### src/rtl/fpu_pkg.sv
// Shared FPU encodings: FP80 layout and constants, precision/rounding control
// codes, and the state encoding of the precision-rounding sequencer.
package fpu_pkg;

  typedef struct packed {
    logic        sign;
    logic [14:0] exp;
    logic [63:0] mant;
  } fp80_t;

  localparam logic [14:0] EXP_MAX      = 15'h7FFF;
  localparam logic [63:0] MANT_INTEGER = 64'h8000_0000_0000_0000;

  localparam logic [79:0] FP80_ZERO    = 80'h0;
  localparam logic [79:0] FP80_POS_INF = {1'b0, EXP_MAX, MANT_INTEGER};

  // Precision control (8087 PC field)
  localparam logic [1:0] PC_24   = 2'b00;
  localparam logic [1:0] PC_RSVD = 2'b01;
  localparam logic [1:0] PC_53   = 2'b10;
  localparam logic [1:0] PC_64   = 2'b11;

  // Rounding control (8087 RC field)
  localparam logic [1:0] RC_NEAREST = 2'b00;
  localparam logic [1:0] RC_DOWN    = 2'b01;
  localparam logic [1:0] RC_UP      = 2'b10;
  localparam logic [1:0] RC_CHOP    = 2'b11;

  localparam logic [1:0] ST_IDLE   = 2'd0;
  localparam logic [1:0] ST_ROUND  = 2'd1;
  localparam logic [1:0] ST_ADJUST = 2'd2;
  localparam logic [1:0] ST_DONE   = 2'd3;

  // Full 64-bit precision (and the reserved code) leaves the operand untouched.
  function automatic logic pc_is_full(input logic [1:0] pc);
    return (pc == PC_64) || (pc == PC_RSVD);
  endfunction

endpackage

### src/rtl/fpu_mant_rounder.sv
// Combinational mantissa rounder: truncates to the selected precision and
// applies the rounding-mode increment, reporting carry-out and the flags.
module fpu_mant_rounder
  import fpu_pkg::*;
(
  input  logic [63:0] mantissa,
  input  logic [1:0]  precision_control,
  input  logic [1:0]  rounding_mode,
  input  logic        sign,
  output logic [63:0] rounded,
  output logic        carry,
  output logic        inexact,
  output logic        round_up
);

  logic [63:0] ulp;
  logic [63:0] round_mask;
  logic [63:0] sticky_mask;
  logic [63:0] keep_mask;
  logic        round_bit;
  logic        sticky;
  logic        lsb;
  logic [64:0] sum;

  // NOTE: every signal written in always_comb gets a default first, so no path can infer a latch.
  always_comb begin
    ulp = 64'd1;
    case (precision_control)
      PC_24:   ulp = 64'd1 << 40;
      PC_53:   ulp = 64'd1 << 11;
      default: ulp = 64'd1;
    endcase
  end

  // With a one-bit ulp both masks collapse to zero, so full precision never rounds.
  assign round_mask  = ulp >> 1;
  assign sticky_mask = (ulp - 64'd1) & ~round_mask;
  assign keep_mask   = ~(ulp - 64'd1);

  assign round_bit = |(mantissa & round_mask);
  assign sticky    = |(mantissa & sticky_mask);
  assign lsb       = |(mantissa & ulp);
  assign inexact   = round_bit | sticky;

  always_comb begin
    round_up = 1'b0;
    case (rounding_mode)
      RC_NEAREST: round_up = round_bit & (sticky | lsb);
      RC_DOWN:    round_up = sign & inexact;
      RC_UP:      round_up = ~sign & inexact;
      RC_CHOP:    round_up = 1'b0;
    endcase
  end

  assign sum     = {1'b0, mantissa & keep_mask} + (round_up ? {1'b0, ulp} : 65'd0);
  assign carry   = sum[64];
  assign rounded = carry ? MANT_INTEGER : sum[63:0];

endmodule

### src/rtl/fpu_precision_round.sv
// FP80 precision-control rounding stage: IDLE -> ROUND -> ADJUST -> DONE,
// trimming the mantissa to 24/53 bits and fixing up exponent carry/overflow.
module fpu_precision_round
  import fpu_pkg::*;
(
  input  logic        clk,
  input  logic        reset,
  input  logic        enable,
  input  logic [79:0] value_in,
  input  logic [1:0]  precision_control,
  input  logic [1:0]  rounding_mode,
  output logic [79:0] result,
  output logic        done,
  output logic        busy,
  output logic        flag_inexact,
  output logic        flag_round_up,
  output logic        flag_overflow
);

  logic [1:0]  state_q;
  fp80_t       val_q;
  logic [1:0]  pc_q;
  logic [1:0]  rc_q;

  logic [63:0] rnd_mant_q;
  logic        carry_q;
  logic        inexact_q;
  logic        round_up_q;
  logic        pass_q;

  fp80_t       fin_res_q;
  logic        fin_inexact_q;
  logic        fin_round_up_q;
  logic        fin_overflow_q;

  logic [63:0] rnd_mant;
  logic        rnd_carry;
  logic        rnd_inexact;
  logic        rnd_round_up;
  logic        pass;

  fp80_t       adj_res;
  logic [14:0] exp_inc;
  logic        adj_inexact;
  logic        adj_round_up;
  logic        adj_overflow;

  fpu_mant_rounder u_mant_rounder (
    .mantissa          (val_q.mant),
    .precision_control (pc_q),
    .rounding_mode     (rc_q),
    .sign              (val_q.sign),
    .rounded           (rnd_mant),
    .carry             (rnd_carry),
    .inexact           (rnd_inexact),
    .round_up          (rnd_round_up)
  );

  // Infinities, NaNs and true zeros are never touched by precision control.
  assign pass = pc_is_full(pc_q) || (val_q.exp == EXP_MAX) ||
                ((val_q.exp == 15'd0) && (val_q.mant == 64'd0));

  always_comb begin
    adj_res      = val_q;
    adj_inexact  = 1'b0;
    adj_round_up = 1'b0;
    adj_overflow = 1'b0;
    exp_inc      = val_q.exp + 15'd1;
    if (!pass_q) begin
      adj_res.mant = rnd_mant_q;
      adj_inexact  = inexact_q;
      adj_round_up = round_up_q;
      if (carry_q) begin
        adj_res.exp  = exp_inc;
        adj_res.mant = MANT_INTEGER;
        if (exp_inc == EXP_MAX) begin
          adj_res      = FP80_POS_INF;
          adj_res.sign = val_q.sign;
          adj_overflow = 1'b1;
          adj_inexact  = 1'b1;
        end
      end else if ((val_q.exp == 15'd0) && rnd_mant_q[63]) begin
        // A denormal that rounds up into the integer bit becomes the smallest normal.
        adj_res.exp = 15'd1;
      end
    end
  end

  assign busy = (state_q != ST_IDLE);

  // NOTE: all sequential state uses non-blocking assignment so every register samples pre-edge values.
  always_ff @(posedge clk) begin
    if (reset) begin
      state_q        <= ST_IDLE;
      val_q          <= FP80_ZERO;
      pc_q           <= PC_24;
      rc_q           <= RC_NEAREST;
      rnd_mant_q     <= 64'd0;
      carry_q        <= 1'b0;
      inexact_q      <= 1'b0;
      round_up_q     <= 1'b0;
      pass_q         <= 1'b0;
      fin_res_q      <= FP80_ZERO;
      fin_inexact_q  <= 1'b0;
      fin_round_up_q <= 1'b0;
      fin_overflow_q <= 1'b0;
      result         <= FP80_ZERO;
      done           <= 1'b0;
      flag_inexact   <= 1'b0;
      flag_round_up  <= 1'b0;
      flag_overflow  <= 1'b0;
    end else begin
      done <= 1'b0;
      case (state_q)
        ST_IDLE: begin
          if (enable) begin
            val_q   <= value_in;
            pc_q    <= precision_control;
            rc_q    <= rounding_mode;
            state_q <= ST_ROUND;
          end
        end
        ST_ROUND: begin
          rnd_mant_q <= rnd_mant;
          carry_q    <= rnd_carry;
          inexact_q  <= rnd_inexact;
          round_up_q <= rnd_round_up;
          pass_q     <= pass;
          state_q    <= ST_ADJUST;
        end
        ST_ADJUST: begin
          fin_res_q      <= adj_res;
          fin_inexact_q  <= adj_inexact;
          fin_round_up_q <= adj_round_up;
          fin_overflow_q <= adj_overflow;
          state_q        <= ST_DONE;
        end
        ST_DONE: begin
          // Outputs change only here, so they stay stable from done until the next result.
          result        <= fin_res_q;
          flag_inexact  <= fin_inexact_q;
          flag_round_up <= fin_round_up_q;
          flag_overflow <= fin_overflow_q;
          done          <= 1'b1;
          state_q       <= ST_IDLE;
        end
        default: state_q <= ST_IDLE;
      endcase
    end
  end

endmodule

### config.mk
export PLATFORM = sky130hd
export DESIGN_NAME = fpu_precision_round
export DESIGN_NICKNAME = d
export VERILOG_FILES = /design/src/rtl/fpu_pkg.sv /design/src/rtl/fpu_mant_rounder.sv /design/src/rtl/fpu_precision_round.sv
export SDC_FILE = /design/constraint.sdc
export NUM_CORES = 1
export LEC_CHECK = 0
export BUFFER_PORTS_ARGS = -buffer_cell sky130_fd_sc_hd__buf_4
export CORE_MARGIN = 10
export CORE_UTILIZATION = 40
export CTS_BUF_LIST = sky130_fd_sc_hd__clkbuf_8 sky130_fd_sc_hd__clkbuf_16
export DETAILED_ROUTE_END_ITERATION = 7
export PLACE_DENSITY = 0.61
export SLEW_MARGIN = 20
export SYNTH_ARGS = -nofsm -noshare
export SYNTH_HDL_FRONTEND = slang
export SYNTH_SLANG_ARGS = --single-unit
### constraint.sdc
create_clock -name clk -period 3.2 [get_ports clk]
set_clock_uncertainty 0.15 [all_clocks]
set_input_delay 0 -clock clk [delete_from_list [all_inputs] [get_ports clk]]
set_output_delay 0 -clock clk [all_outputs]
set_load 0.02 [all_outputs]
==> results of run 1 <==
==> layout by cell type (no fill, tap or decap), types with 8 or more instances in the layout <==
cell type,synthesis,routed
a211oi_1,81,79
a21oi_1,120,108
a21oi_2,0,12
a22oi_1,63,63
a32oi_1,10,8
and2_1,9,8
and4_1,9,9
buf_12,0,8
buf_4,2,248
buf_6,1,9
clkbuf_16,0,39
dfxtp_1,321,317
dlygate4sd3_1,0,106
ha_1,14,9
inv_1,18,24
mux2i_1,85,85
nand2_1,260,258
nand3_1,36,25
nand4_1,32,32
nor2_1,205,201
nor3_1,18,18
nor4_1,25,23
o211ai_1,8,8
o21ai_1,30,17
o21ai_2,0,19
xnor2_1,37,36
xor2_1,38,38
==> sequential cells by signal (all words and copies together), names as in the netlist, 2 cells and up <==
name and count:
fin_res_q 80, result 80, val_q 80, rnd_mant_q 64, pc_q 2, rc_q 2, state_q 2
==> routing by layer <==
layer | part of all wire | global-route usage | wire (um)
met3 | 0.053 | 0.03229 | 2254
met5 | 0 | 0 | 0
met1 | 0.45 | 0.2568 | 19100
met4 | 0.022 | 0.05812 | 943
met2 | 0.47 | 0.3138 | 20170
==> power by group <==
part | internal (mW) | switching, mW
Combinational | 1.43 | 2.10
Clock | 2.70 | 1.66
Sequential | 4.60 | 0.535
Total | 8.72 | 4.30
==> tightest hold or removal path, stage by stage <==
cell           delay (ps)
dlygate4sd3_1         520
buf_4                 100
nand2_1                40
a21oi_1               100
==> kinds of logic after synthesis <==
family / synth area share
and+or+nand+nor: 0.2024
AOI/OAI and AO/OA: 0.1642
DFF: 0.4631
buffers and inverters: 0.04634
muxes: 0.06375
xor gates and xnor gates: 0.04734
adders and majority gates: 0.01262
other: 0.0002702
==> cells in the mapped netlist (25+ instances only) <==
cell type / number / area (um2)
mux2i_1: 85 / 850.8
a21oi_1: 120 / 600.6
nor2_1: 205 / 769.5
xor2_1: 38 / 332.8
dfxtp_1: 321 / 6426
nand4_1: 32 / 200.2
clkbuf_1: 116 / 435.4
o21ai_1: 30 / 150.1
nand2_1: 260 / 975.9
nand3_1: 36 / 180.2
a22oi_1: 63 / 473.0
a211oi_1: 81 / 608.1
nor4_1: 25 / 156.4
xnor2_1: 37 / 324.1
==> cell type report <==
class / count / area share
flip-flops and latches: 321 / 0.3404
clock inverters: 20 / 0.01325
repair buffers: 379 / 0.1774
well taps: 455 / 0.03013
clock buffers: 42 / 0.05265
multi-input cells: 1159 / 0.3826
inverters: 18 / 0.003576
==> how the worst max path moves through the flow <==
stage | from | end | cells past startpoint
final | val_q[0] | rnd_mant_q[47] | 13
after global routing | rc_q[0] | rnd_mant_q[57] | 16
after CTS | val_q[6] | rnd_mant_q[15] | 13
after detailed placement | val_q[0] | rnd_mant_q[15] | 12
after global placement | val_q[0] | rnd_mant_q[16] | 12
after floorplan | val_q[4] | carry_q | 13
==> stage by stage <==
| stage | setup TNS [ps] | utilization | area, um2 |
|---|---|---|---|
| after floorplan | -2498 | - | 13930 |
| after global placement | -9136 | 0.4628 | 15910 |
| after detailed placement | -14090 | 0.4628 | 15910 |
| after CTS | -19680 | 0.5393 | 18540 |
| after global routing | -28010 | 0.5497 | 18890 |
| final | -18870 | 0.5497 | 18890 |
==> what timing repair did <==
item,in CTS,in global routing
pin swaps,34,39
cloned,5,4
buffers inserted,8,2
hold buffers,107,0
endpoints found under the setup margin,65,65
hold endpoints to repair,111,0
gates resized for setup,41,60
==> impl_metrics.env, run 1 <==
export IMPL_setup_viol_count_final=64
export IMPL_fillers=3166
export IMPL_drt_iter0_drc=873
export IMPL_final_antenna_net_count=0
export IMPL_wl_um=42470
export IMPL_drt_vias_per_instance=5.315
export IMPL_p_leak_nw=6.847
export IMPL_rsz0062_at_grt="yes"
export IMPL_cts_buffer_depth=3
export IMPL_areaGrowthSynthToFinish_pct=36.15
export IMPL_slew_viol_final=0
export IMPL_clkSinkCount=321
export IMPL_violations="setup timing"
export IMPL_worst_skew_pair_late_latency_ps=530
export IMPL_io_pins=172
export IMPL_power_density_nw_per_um2=689.4
export IMPL_seq_area_um2=6431
export IMPL_max_slew_margin_rel=0.4450
export IMPL_synthCells=1642
export IMPL_whs_endpoint="val_q[8]"
export IMPL_worst_slack_ps=-409.7
export IMPL_start_util=0.4037
export IMPL_die_height_um=206.3
export IMPL_r2r_start="val_q[0]"
export IMPL_tritoncts="done"
export IMPL_stdcell_count=2394
export IMPL_hp_class="input pin to register"
export IMPL_status="complete, but fails checks"
export IMPL_grt_antenna_before_repair=0
export IMPL_peakVddDrop_mv=0.3316
export IMPL_avgSynthCellArea_um2=8.451
export IMPL_hpwl_um=27040
export IMPL_multi_input_area_um2=7229
export IMPL_crit_chain="or4_4 > nor4_4 > a311o_1 > nor2_2 > ha_4 > buf_6 > nand3_2 > or4_4 > nor4_4 > buf_4 > o211ai_1 > xor2_1 > o21ai_1"
export IMPL_die_w_um=206.3
export IMPL_syn_area_um2=13880
export IMPL_final_layout_size_suffix_gt1_frac=0.2166
export IMPL_cts_buffers=36
export IMPL_n_antenna_cell=0
export IMPL_cp_max_fo=5
export IMPL_core_area_um2=34370
export IMPL_synth_edff_count=0
export IMPL_hold_depth=4
export IMPL_r2r_slack_ps=-410
export IMPL_ys_warn_count=0
export IMPL_rr_endpoint="rnd_mant_q[47]"
export IMPL_finalHoldWorstSlack_ps=119.3
export IMPL_cp_top_family="simple AND/OR/NAND/NOR gates"
export IMPL_num_vias=12720
export IMPL_worst_pin_slew_ps=832.6
export IMPL_min_period_ps=3610
export IMPL_crit_required_ps=3510
export IMPL_clockRootBuffer="clkbuf_16"
export IMPL_period_share=1.128
export IMPL_cpPeakStageDelay_ps=530
export IMPL_reg2regPathDepth=13
export IMPL_power_mw=13.02
export IMPL_drc=0
export IMPL_place_ws_ps=-355.9
export IMPL_path_class="register to register"
export IMPL_std_cell_rows=68
export IMPL_wl_per_cell_um=17.74
export IMPL_globalRouteOverflowTotal=0
export IMPL_io_buffer_count=171
export IMPL_die_area_um2=42540
export IMPL_ys_seq_area_frac=0.4631
export IMPL_drv_cap=0
export IMPL_crit_buf_inv=2
export IMPL_htree_levels=2
export IMPL_first_pass_iters=5
export IMPL_syn_nets=1743
export IMPL_hold_viol=0
export IMPL_async_flop_share=0
export IMPL_yosysUniqueCellTypes=61
export IMPL_timing_fmax_mhz=277.0
export IMPL_grt_pass1_wl_um=67540
export IMPL_hold_start="value_in[8]"
export IMPL_cp_slowest_cell="or4_4"
export IMPL_dp_cells=2206
export IMPL_nNetsFinal=2016
export IMPL_grt_max_degree=101
export IMPL_routabilityCongestion=0.8730
export IMPL_start_kind="register"
export IMPL_ys_flop_type="dfxtp_1"
export IMPL_path_clk_slew_ps=60
export IMPL_grt_pass1_vias=12500
export IMPL_grt_usage=0.1929
export IMPL_cp_arrival_ps=3920
export IMPL_critPathCaptureType="register"
export IMPL_ys_ff_latch=321
No activity file was read; power rests on OpenSTA's default activity.
==> run 2, diff against run 1 <==
--- a/config.mk
+++ b/config.mk
@@ -5,12 +5,12 @@
 export SDC_FILE = /design/constraint.sdc
 export NUM_CORES = 1
 export LEC_CHECK = 0
-export BUFFER_PORTS_ARGS = -buffer_cell sky130_fd_sc_hd__buf_4
 export CORE_MARGIN = 10
 export CORE_UTILIZATION = 40
 export CTS_BUF_LIST = sky130_fd_sc_hd__clkbuf_8 sky130_fd_sc_hd__clkbuf_16
 export DETAILED_ROUTE_END_ITERATION = 7
-export PLACE_DENSITY = 0.61
+export DONT_BUFFER_PORTS = 1
+export PLACE_DENSITY = 0.54
 export SLEW_MARGIN = 20
 export SYNTH_ARGS = -nofsm -noshare
 export SYNTH_HDL_FRONTEND = slang
==> constraint.sdc (replaced) <==
create_clock -name clk -period 4.5 [get_ports clk]
set_clock_uncertainty 0.15 [all_clocks]
set_input_delay 0 -clock clk [delete_from_list [all_inputs] [get_ports clk]]
set_output_delay 0 -clock clk [all_outputs]
set_load 0.02 [all_outputs]
==> impl_metrics.env, run 2 (same netlist as run 1, synthesis figures left out) <==
export IMPL_period_share=0.9185
export IMPL_grt_pass1_wl_um=67070
export IMPL_io_buffer_count=0
export IMPL_core_area_um2=34370
export IMPL_final_layout_size_suffix_gt1_frac=0.05973
export IMPL_cp_max_fo=8
export IMPL_htree_levels=2
export IMPL_power_mw=8.959
export IMPL_crit_required_ps=4750
export IMPL_cpPeakStageDelay_ps=590
export IMPL_fin_util=0.5104
export IMPL_slew_viol_final=0
export IMPL_layout_common_cells="320 x dfxtp_1, 259 x nand2_1, 218 x dlygate4sd3_1"
export IMPL_io_pins=172
export IMPL_p_leak_nw=6.242
export IMPL_grt_usage=0.1936
export IMPL_cts_buffer_depth=3
export IMPL_hp_class="input pin to register"
export IMPL_routed_top_layer="met4"
export IMPL_peakVddDrop_mv=0.3502
export IMPL_drt_iter0_drc=715
export IMPL_grt_antenna_before_repair=0
export IMPL_routabilityCongestion=0.8351
export IMPL_drv_cap=0
export IMPL_n_antenna_cell=0
export IMPL_cts_buffers=37
export IMPL_cp_top_family="simple AND/OR/NAND/NOR gates"
export IMPL_num_vias=12180
export IMPL_die_w_um=206.3
export IMPL_path_clk_slew_ps=60
export IMPL_status="finished clean"
export IMPL_areaGrowthSynthToFinish_pct=26.43
export IMPL_path_class="register to register"
export IMPL_wl_met3_um=2365
export IMPL_worst_slack_ps=366.9
export IMPL_globalRouteOverflowTotal=0
export IMPL_power_density_nw_per_um2=510.7
export IMPL_drc=0
export IMPL_cp_depth=13
export IMPL_clkSinkCount=321
export IMPL_hold_depth=3
export IMPL_tritoncts="done"
export IMPL_start_util=0.4037
export IMPL_drt_vias_per_instance=5.383
export IMPL_nNetsFinal=1881
export IMPL_cp_arrival_ps=4380
export IMPL_die_area_um2=42540
export IMPL_place_ws_ps=407.4
export IMPL_max_slew_margin_rel=0.3029
export IMPL_min_period_ps=4133
export IMPL_timing_fmax_mhz=242.0
export IMPL_wl_met2_um=19830
export IMPL_die_height_um=206.3
export IMPL_worst_pin_slew_ps=1046
export IMPL_std_cell_rows=68
export IMPL_crit_buf_inv=2
export IMPL_clockRootBuffer="clkbuf_16"
export IMPL_reg2regPathDepth=13
export IMPL_wl_um=42220
export IMPL_wl_met1_um=19400
export IMPL_hold_viol=0
export IMPL_path_common_cell="nor2_1"
export IMPL_cp_slowest_cell="dlygate4sd3_1"
export IMPL_grt_max_degree=245
export IMPL_critPathCaptureType="register"
export IMPL_crit_chain="or4_1 > nor4_1 > buf_4 > a311o_1 > nor2_1 > ha_1 > nand4_1 > nor4_2 > nand4_2 > a2111o_2 > a32oi_1 > nor2_1 > dlygate4sd3_1"
export IMPL_worst_skew_pair_late_latency_ps=520
export IMPL_rsz0062_at_grt="no"
export IMPL_grt_pass1_vias=12050
export IMPL_wl_per_cell_um=18.65
export IMPL_start_kind="register"
export IMPL_fin_tns_setup_ps=0
export IMPL_hpwl_um=25800
export IMPL_final_antenna_net_count=0
export IMPL_setup_viol_count_final=0
export IMPL_reg_top3="fin_res_q: 80 flops, result: 80 flops, val_q: 80 flops"
export IMPL_first_pass_iters=5
export IMPL_final_common_cell="dfxtp_1"
export IMPL_fillers=3344
run 2: cell types whose count changed in the layout (fill, tap and decap cells not counted), sizes merged:
cell,previous run,this run
buf,270,25
dlygate4sd3,106,218
bufinv,6,0
clkinv,6,10
clkbuf,45,48
clkinvlp,0,1
run 2: worst reg2reg max path, stage by stage (launching register included):
cell	delay, ps
dfxtp_1	370
or4_1	580
nor4_1	300
buf_4	180
a311o_1	210
nor2_1	60
ha_1	340
nand4_1	130
nor4_2	190
nand4_2	140
a2111o_2	520
a32oi_1	200
nor2_1	50
dlygate4sd3_1	590
run 2: final cells by class:
class	count	area (um2)	area share
Multi-Input combinational cell	1159	6849	0.3904
Sequential cell	321	6427	0.3664
Timing Repair Buffer	243	2435	0.1388
Clock buffer	48	1100	0.06269
Tap cell	455	569.3	0.03245
Clock inverter	19	96.34	0.005491
Inverter	18	67.56	0.003851
run 2: routing by layer:
layer,up-vias,track usage
met2,276,0.3199
met4,0,0.04170
li1,6029,-
met3,44,0.03856
met5,-,0
met1,5833,0.2560
run 2: report_power, final:
group	switching [mW]	internal, mW
clock	1.20	1.72
sequential	0.431	3.27
combinational	1.36	0.974
run 2: timing repair:
item                       CTS  global route
setup buffers                0             2
hold endpoints to repair   321             0
resized for setup            0             1
hold buffers               220             0
setup endpoints to repair    0             3
run 2: metrics by stage:
step / hold WS [ps] / instance area, um2 / std cells
floorplan: -14.04 / 13880 / 1642
global placement: -34.42 / 14090 / 1974
detailed placement: -36.63 / 14090 / 1974
CTS: 2.281 / 17530 / 2261
global route: 25.94 / 17540 / 2263
finish: 15.96 / 17540 / 2263
run 2: final timing paths:
path / slack, ps / end / from
setup / recovery: 370 / rnd_mant_q[31] / val_q[4]
hold / removal: 20 / val_q[9] / value_in[9]
setup reg to reg: 370 / rnd_mant_q[31] / val_q[4]
hold reg to reg: 300 / rnd_mant_q[46] / rnd_mant_q[46]
